### src/rtl/systolic_feeder.sv
// systolic_feeder: buffers a 4x4 activation tile, one row per beat, and
// replays it into the array lanes as a skewed diagonal wavefront.
// Optional build macro SYSTOLIC_FEEDER_PINGPONG_EN selects two tile banks
// so a tile can fill while the previous one drains. Without it a single
// bank is used and the input stalls for the whole drain.
module systolic_feeder #(
    parameter int unsigned N      = 4,
    parameter int unsigned DATA_W = 16
) (
    input  logic                  clk,
    input  logic                  rst,
    input  logic                  in_valid,
    output logic                  in_ready,
    input  logic [N*DATA_W-1:0]   in_data,
    input  logic                  arr_ready,
    output logic [N*DATA_W-1:0]   arr_data,
    output logic [N-1:0]          arr_valid,
    output logic                  arr_first,
    output logic                  arr_last,
    output logic                  acc_clr,
    output logic                  busy
);

`ifdef SYSTOLIC_FEEDER_PINGPONG_EN
    localparam int unsigned NB = 2;
`else
    localparam int unsigned NB = 1;
`endif
    localparam int unsigned LAST_T = 2 * N - 2;
    localparam int unsigned T_W    = (LAST_T > 0) ? $clog2(LAST_T + 1) : 1;
    localparam int unsigned R_W    = (N > 1) ? $clog2(N) : 1;
    localparam int unsigned ROW_W  = N * DATA_W;

    typedef enum logic {FILL, DRAIN} state_e;

    state_e             state_q, state_d;
    logic [T_W-1:0]     t_q, t_d;
    logic [R_W-1:0]     wr_row_q, wr_row_d;
    logic               fill_bank_q, fill_bank_d;
    logic               drain_bank_q, drain_bank_d;
    logic [NB-1:0]      full_q, full_d;
    logic [ROW_W-1:0]   buf_q [NB][N];
    logic [ROW_W-1:0]   arr_data_q, arr_data_d;
    logic [N-1:0]       arr_valid_q, arr_valid_d;
    logic               arr_first_q, arr_first_d;
    logic               arr_last_q, arr_last_d;
    logic               acc_clr_q, acc_clr_d;
    logic               busy_q, busy_d;

    logic               accept, fill_done, finishing, start, nb, cand_full;
    logic               do_load, ld_bank;
    logic [T_W-1:0]     ld_t;
    logic [ROW_W-1:0]   row_w;
    int                 row_i;

    // Bank after b; a single-bank build always stays on bank 0.
    function automatic logic flip(input logic b);
        return (NB > 1) ? ~b : 1'b0;
    endfunction

    // A bank that holds an unsent tile cannot be refilled.
    assign in_ready  = !rst && !full_q[fill_bank_q];
    assign accept    = in_valid && in_ready;
    assign fill_done = accept && (wr_row_q == R_W'(N - 1));

    assign arr_data  = arr_data_q;
    assign arr_valid = arr_valid_q;
    assign arr_first = arr_first_q;
    assign arr_last  = arr_last_q;
    assign acc_clr   = acc_clr_q;
    assign busy      = busy_q;

    // Fill bookkeeping, drain sequencing and next wavefront step.
    always_comb begin
        state_d      = state_q;
        t_d          = t_q;
        wr_row_d     = wr_row_q;
        fill_bank_d  = fill_bank_q;
        drain_bank_d = drain_bank_q;
        full_d       = full_q;
        arr_data_d   = arr_data_q;
        arr_valid_d  = arr_valid_q;
        arr_first_d  = arr_first_q;
        arr_last_d   = arr_last_q;
        acc_clr_d    = 1'b0;
        busy_d       = busy_q;
        do_load      = 1'b0;
        ld_t         = '0;
        ld_bank      = drain_bank_q;
        row_w        = '0;
        row_i        = 0;

        finishing = (state_q == DRAIN) && arr_ready && (t_q == T_W'(LAST_T));
        nb        = finishing ? flip(drain_bank_q) : drain_bank_q;
        cand_full = full_q[nb] && !(finishing && (nb == drain_bank_q));
        start     = ((state_q == FILL) || finishing) &&
                    (cand_full || (fill_done && (fill_bank_q == nb)));

        if (finishing) begin
            full_d[drain_bank_q] = 1'b0;
            drain_bank_d         = nb;
        end
        if (accept) begin
            wr_row_d = fill_done ? '0 : R_W'(wr_row_q + 1'b1);
            if (fill_done) begin
                full_d[fill_bank_q] = 1'b1;
                fill_bank_d         = flip(fill_bank_q);
            end
        end

        if (start) begin
            state_d   = DRAIN;
            t_d       = '0;
            do_load   = 1'b1;
            ld_t      = '0;
            ld_bank   = nb;
            acc_clr_d = 1'b1;
            busy_d    = 1'b1;
        end else if (finishing) begin
            state_d     = FILL;
            t_d         = '0;
            arr_data_d  = '0;
            arr_valid_d = '0;
            arr_first_d = 1'b0;
            arr_last_d  = 1'b0;
            busy_d      = 1'b0;
        end else if ((state_q == DRAIN) && arr_ready) begin
            t_d     = T_W'(t_q + 1'b1);
            do_load = 1'b1;
            ld_t    = T_W'(t_q + 1'b1);
            ld_bank = drain_bank_q;
        end

        // Lane k carries column k of row t-k; rows arriving this cycle bypass the buffer.
        if (do_load) begin
            arr_first_d = (ld_t == '0);
            arr_last_d  = (ld_t == T_W'(LAST_T));
            for (int k = 0; k < int'(N); k++) begin
                row_i = int'(ld_t) - k;
                if (row_i >= 0 && row_i < int'(N)) begin
                    row_w = buf_q[ld_bank][R_W'(row_i)];
                    if (accept && (fill_bank_q == ld_bank) && (wr_row_q == R_W'(row_i)))
                        row_w = in_data;
                    arr_valid_d[k]                 = 1'b1;
                    arr_data_d[k*DATA_W +: DATA_W] = row_w[k*DATA_W +: DATA_W];
                end else begin
                    arr_valid_d[k]                 = 1'b0;
                    arr_data_d[k*DATA_W +: DATA_W] = '0;
                end
            end
        end
    end

    // Control and output registers.
    always_ff @(posedge clk or posedge rst) begin
        if (rst) begin
            state_q      <= FILL;
            t_q          <= '0;
            wr_row_q     <= '0;
            fill_bank_q  <= 1'b0;
            drain_bank_q <= 1'b0;
            full_q       <= '0;
            arr_data_q   <= '0;
            arr_valid_q  <= '0;
            arr_first_q  <= 1'b0;
            arr_last_q   <= 1'b0;
            acc_clr_q    <= 1'b0;
            busy_q       <= 1'b0;
        end else begin
            state_q      <= state_d;
            t_q          <= t_d;
            wr_row_q     <= wr_row_d;
            fill_bank_q  <= fill_bank_d;
            drain_bank_q <= drain_bank_d;
            full_q       <= full_d;
            arr_data_q   <= arr_data_d;
            arr_valid_q  <= arr_valid_d;
            arr_first_q  <= arr_first_d;
            arr_last_q   <= arr_last_d;
            acc_clr_q    <= acc_clr_d;
            busy_q       <= busy_d;
        end
    end

    // Tile storage; contents are only meaningful once the bank is marked full.
    always_ff @(posedge clk) begin
        if (accept) buf_q[fill_bank_q][wr_row_q] <= in_data;
    end

endmodule

### config.mk
export PLATFORM = sky130hd
export DESIGN_NAME = systolic_feeder
export DESIGN_NICKNAME = d
export VERILOG_FILES = /design/src/rtl/systolic_feeder.sv
export SDC_FILE = /design/constraint.sdc
export NUM_CORES = 1
export LEC_CHECK = 0
export CORE_MARGIN = 2
export CORE_UTILIZATION = 60
export CTS_CLUSTER_DIAMETER = 40
export DETAILED_ROUTE_END_ITERATION = 8
export GPL_TIMING_DRIVEN = 1
export MAX_ROUTING_LAYER = met4
export PLACE_DENSITY = 0.8
export REMOVE_ABC_BUFFERS = 1
export SYNTH_ARGS = -nofsm -noshare
export SYNTH_HDL_FRONTEND = slang
export SYNTH_SLANG_ARGS = --single-unit
### constraint.sdc
create_clock -name clk -period 9 [get_ports clk]
set_input_delay 0.9 -clock clk [delete_from_list [all_inputs] [get_ports clk]]
set_output_delay 0.9 -clock clk [all_outputs]
set_load 0.01 [all_outputs]
==> impl_summary.log <==
INFO  metric crit_path_end_kind = flop
INFO  metric routed_via_density = ~6.2
INFO  metric timing.hold.worst.start = arr_data[47]
INFO  metric wire_length_of_the_first_global_routing_pass = about 47,000 µm
INFO  metric cts.reportedPaths.clkPinSlew = roughly 0.06 ns
INFO  metric cts_tree = built
INFO  metric antenna_found_initial = 0
INFO  metric worst-path-max-fanout = 87
INFO  metric gr-usage-all-layers = 25.8%
INFO  metric fillers = 1,399
INFO  metric grt_max_degree = 88
INFO  metric wl_per_cell = about 22 µm
INFO  metric synth_area_leader_cell = edfxtp_1
INFO  metric cp.arrival = 4.61 ns
INFO  metric regToRegStartpoint = t_q[0]
INFO  metric required = 9.44 ns
INFO  metric timing.max_slew.rel_slack = 19.6%
INFO  metric tightestPinTransition = between 1 and 1.5 ns
INFO  metric worst_hold_slack = approximately 0.47 ns
INFO  metric power_density = 323 nW/µm²
INFO  metric synth.ff_latch_count = approximately 340
INFO  metric ctsResizeCount = 0
INFO  metric peakVddDrop = 268 µV
INFO  metric period_share = 46.4%
INFO  metric worstSetupStartpoint = t_q[0]
INFO  metric cts.hold.buffers_added = 0
INFO  metric synth_top_cell_area_share = 55.6%
INFO  metric setup.worst_path.class = reg -> reg
INFO  metric synthTopCellsByArea = edfxtp_1 (56%), dfrtp_1 (14%), mux2i_1 (4.6%), mux4_2 (2.6%), a221oi_1 (2.0%)
INFO  metric synth_cell_types = 51
INFO  metric cts_htree_levels = 2
INFO  metric grt_setup_unrepaired = false
INFO  metric clkLatencyLatePin = 0.52 ns
INFO  metric clock_sinks = roughly 340
INFO  metric io-pin-count = roughly 140
INFO  metric mappedNetlistArea = 13,800 µm²
INFO  metric finalWeightedCongestion = 0.798
INFO  metric chipWidth = 156 µm
INFO  metric worstRegToRegCells = 10
INFO  metric die_outline_area = 24,300 µm²
INFO  metric std_cell_rows = between 50 and 60
INFO  metric synthMostInstantiatedCell = edfxtp_1
INFO  metric drtAntennaViolNets = 0
INFO  metric drt_pass1_iterations = 6
INFO  metric total_leakage_power = approximately 0.006 µW
INFO  metric initial_detailed_routing_violation_count = 763
INFO  metric post_dp_cell_area = between 15,000 and 20,000 µm²
INFO  metric number_of_flops_mapped_to_enable_cells_by_yosys = around 260
INFO  metric netlist_top_cells_count = edfxtp_1 (256), dfrtp_1 (79), nor2_1 (67)
INFO  metric number_of_nets_in_the_layout = 1,124
INFO  metric rrSetupSlack = slightly below 5 ns
INFO  metric synth_area_per_cell = 15.1 µm²
INFO  metric async_flop_share = 23.6%
INFO  metric clockBufferDepth = 3
INFO  metric layout.cell_area.non_filler = 16,700 µm²
INFO  metric period_needed = approximately 4.2 ns
INFO  metric max_cap_viol_count = 0
INFO  metric synthToLayoutAreaGrowth = 20.5%
INFO  metric timing_hold_violations_final = 0
INFO  metric antenna_diode_instance_count = 0
INFO  metric min_delay_worst_endpoint = arr_data[47]
INFO  metric post_synth_inst_count = 916
INFO  metric seq_area = 9670 µm²
INFO  metric multi_input_comb_area = 3800 µm²
INFO  metric slew_viol_final = 0
INFO  metric overflow = 0
INFO  metric post-cts-setup-buffer-count = 0
INFO  metric synth.yosys.seq_area_share = 69.9%
INFO  metric fin_setup_tns = 0 ns
INFO  metric detailroute.via_count = 8,493
INFO  metric dominantRegCellSynth = edfxtp_1
INFO  metric worstHoldPathType = reg -> reg
INFO  metric ys_warn_count = 0
INFO  metric place_hpwl = approximately 16,000 µm
INFO  metric portBuffers = 140
INFO  metric setup-violations-final = 0
INFO  metric fin_worst_skew = between 0.015 and 0.02 ns
INFO  metric hold_path_depth = 2
INFO  metric r2r_end = arr_data[57]
INFO  metric first_global_vias = between 8k and 9k
INFO  metric layout-drive-gt1-share = 11.6%
INFO  metric fmaxAchievable = 240 MHz
INFO  metric status = finished, final reports clean
INFO  metric numCtsBuffers = 39
INFO  metric drt_wl_total = between 20,000 and 30,000 µm
INFO  metric fp.coreArea = approximately 23,000 µm²
INFO  metric critical_path.startpoint_type = flop
INFO  metric remaining_drc_errors = 0
INFO  metric initial_core_util = between 60% and 70%
INFO  metric cts-root-buf = clkbuf_16
INFO  metric die_height = 156 µm
## worst max-delay path, cell delays in order (launching register included)
cell      delay (ns)
dfrtp_4         0.55
inv_1           0.12
ha_4            0.97
nor3_4          0.09
inv_1           0.12
ha_1            0.64
xor2_1          0.19
nand2_1         0.10
nor3_2          0.93
a222oi_1        0.23
inv_1           0.14
## layer usage
layer	routed length (µm)	global-route usage [%]
met1	12200	34.2
met2	14900	41.6
met3	2070	4.44
met4	606	7.91
met5	0	-
## layout make-up
cell class                      count  area share [%]
Multi-Input combinational cell    492            22.8
Clock inverter                     25            1.55
Tap cell                          285            2.14
Timing Repair Buffer              150            8.86
Sequential cell                   335            58.0
Inverter                           28           0.653
Clock buffer                       45            5.99
## cell usage in the layout (no fill, tap or decap), types with 25 or more instances in the layout
cell	count
edfxtp_1	256
clkdlybuf4s50_1	140
nand2_1	58
o2bb2ai_1	31
a221oi_1	32
nor2_1	66
inv_1	25
mux2i_1	64
dfrtp_1	78
clkbuf_16	39
## state kept, by name, indices dropped and copies added (netlist names), 2 cells and up
name,flops
wr_row_q,2
arr_valid,4
arr_data,64
buf_q,256
t_q,3
## worst max path at each step
stage,to,slack (ns),cells past startpoint
global placement,arr_data[61],4.61,10
finish,arr_data[57],4.83,10
global route,arr_data[57],4.51,10
detailed placement,arr_data[60],4.46,10
floorplan,arr_data[48],1.73,10
CTS,arr_data[57],4.78,10
## metrics by stage
step	power [µW]	std cells	util (%)	worst slack [ns]
floorplan	3160	855	-	1.73
global placement	3810	1290	68.0	4.61
detailed placement	3860	1290	68.0	4.46
CTS	5400	1360	73.6	4.78
global route	5640	1360	73.6	4.51
finish	5380	1360	73.6	4.83
## cells by family (layout without fill, tap and decap cells)
| family | count (synthesis) | after routing | share of synthesized area [%] |
|---|---|---|---|
| compound gates | 197 | 197 | 10.7 |
| fa+ha+maj | 10 | 10 | 0.905 |
| xor+xnor | 6 | 6 | 0.516 |
| simple gates | 180 | 180 | 6.23 |
| flops | 335 | 335 | 69.9 |
| mux | 99 | 99 | 8.79 |
| buf+inv | 89 | 248 | 2.94 |
## power breakdown
group / leakage (µW) / internal (µW) / switching, µW / total, µW
registers: 0.00334 / 1910 / 152 / 2060
logic: 0.00214 / 812 / 971 / 1780
clock network: 0.000605 / 900 / 631 / 1530
Power figures use the tool's default switching activity.
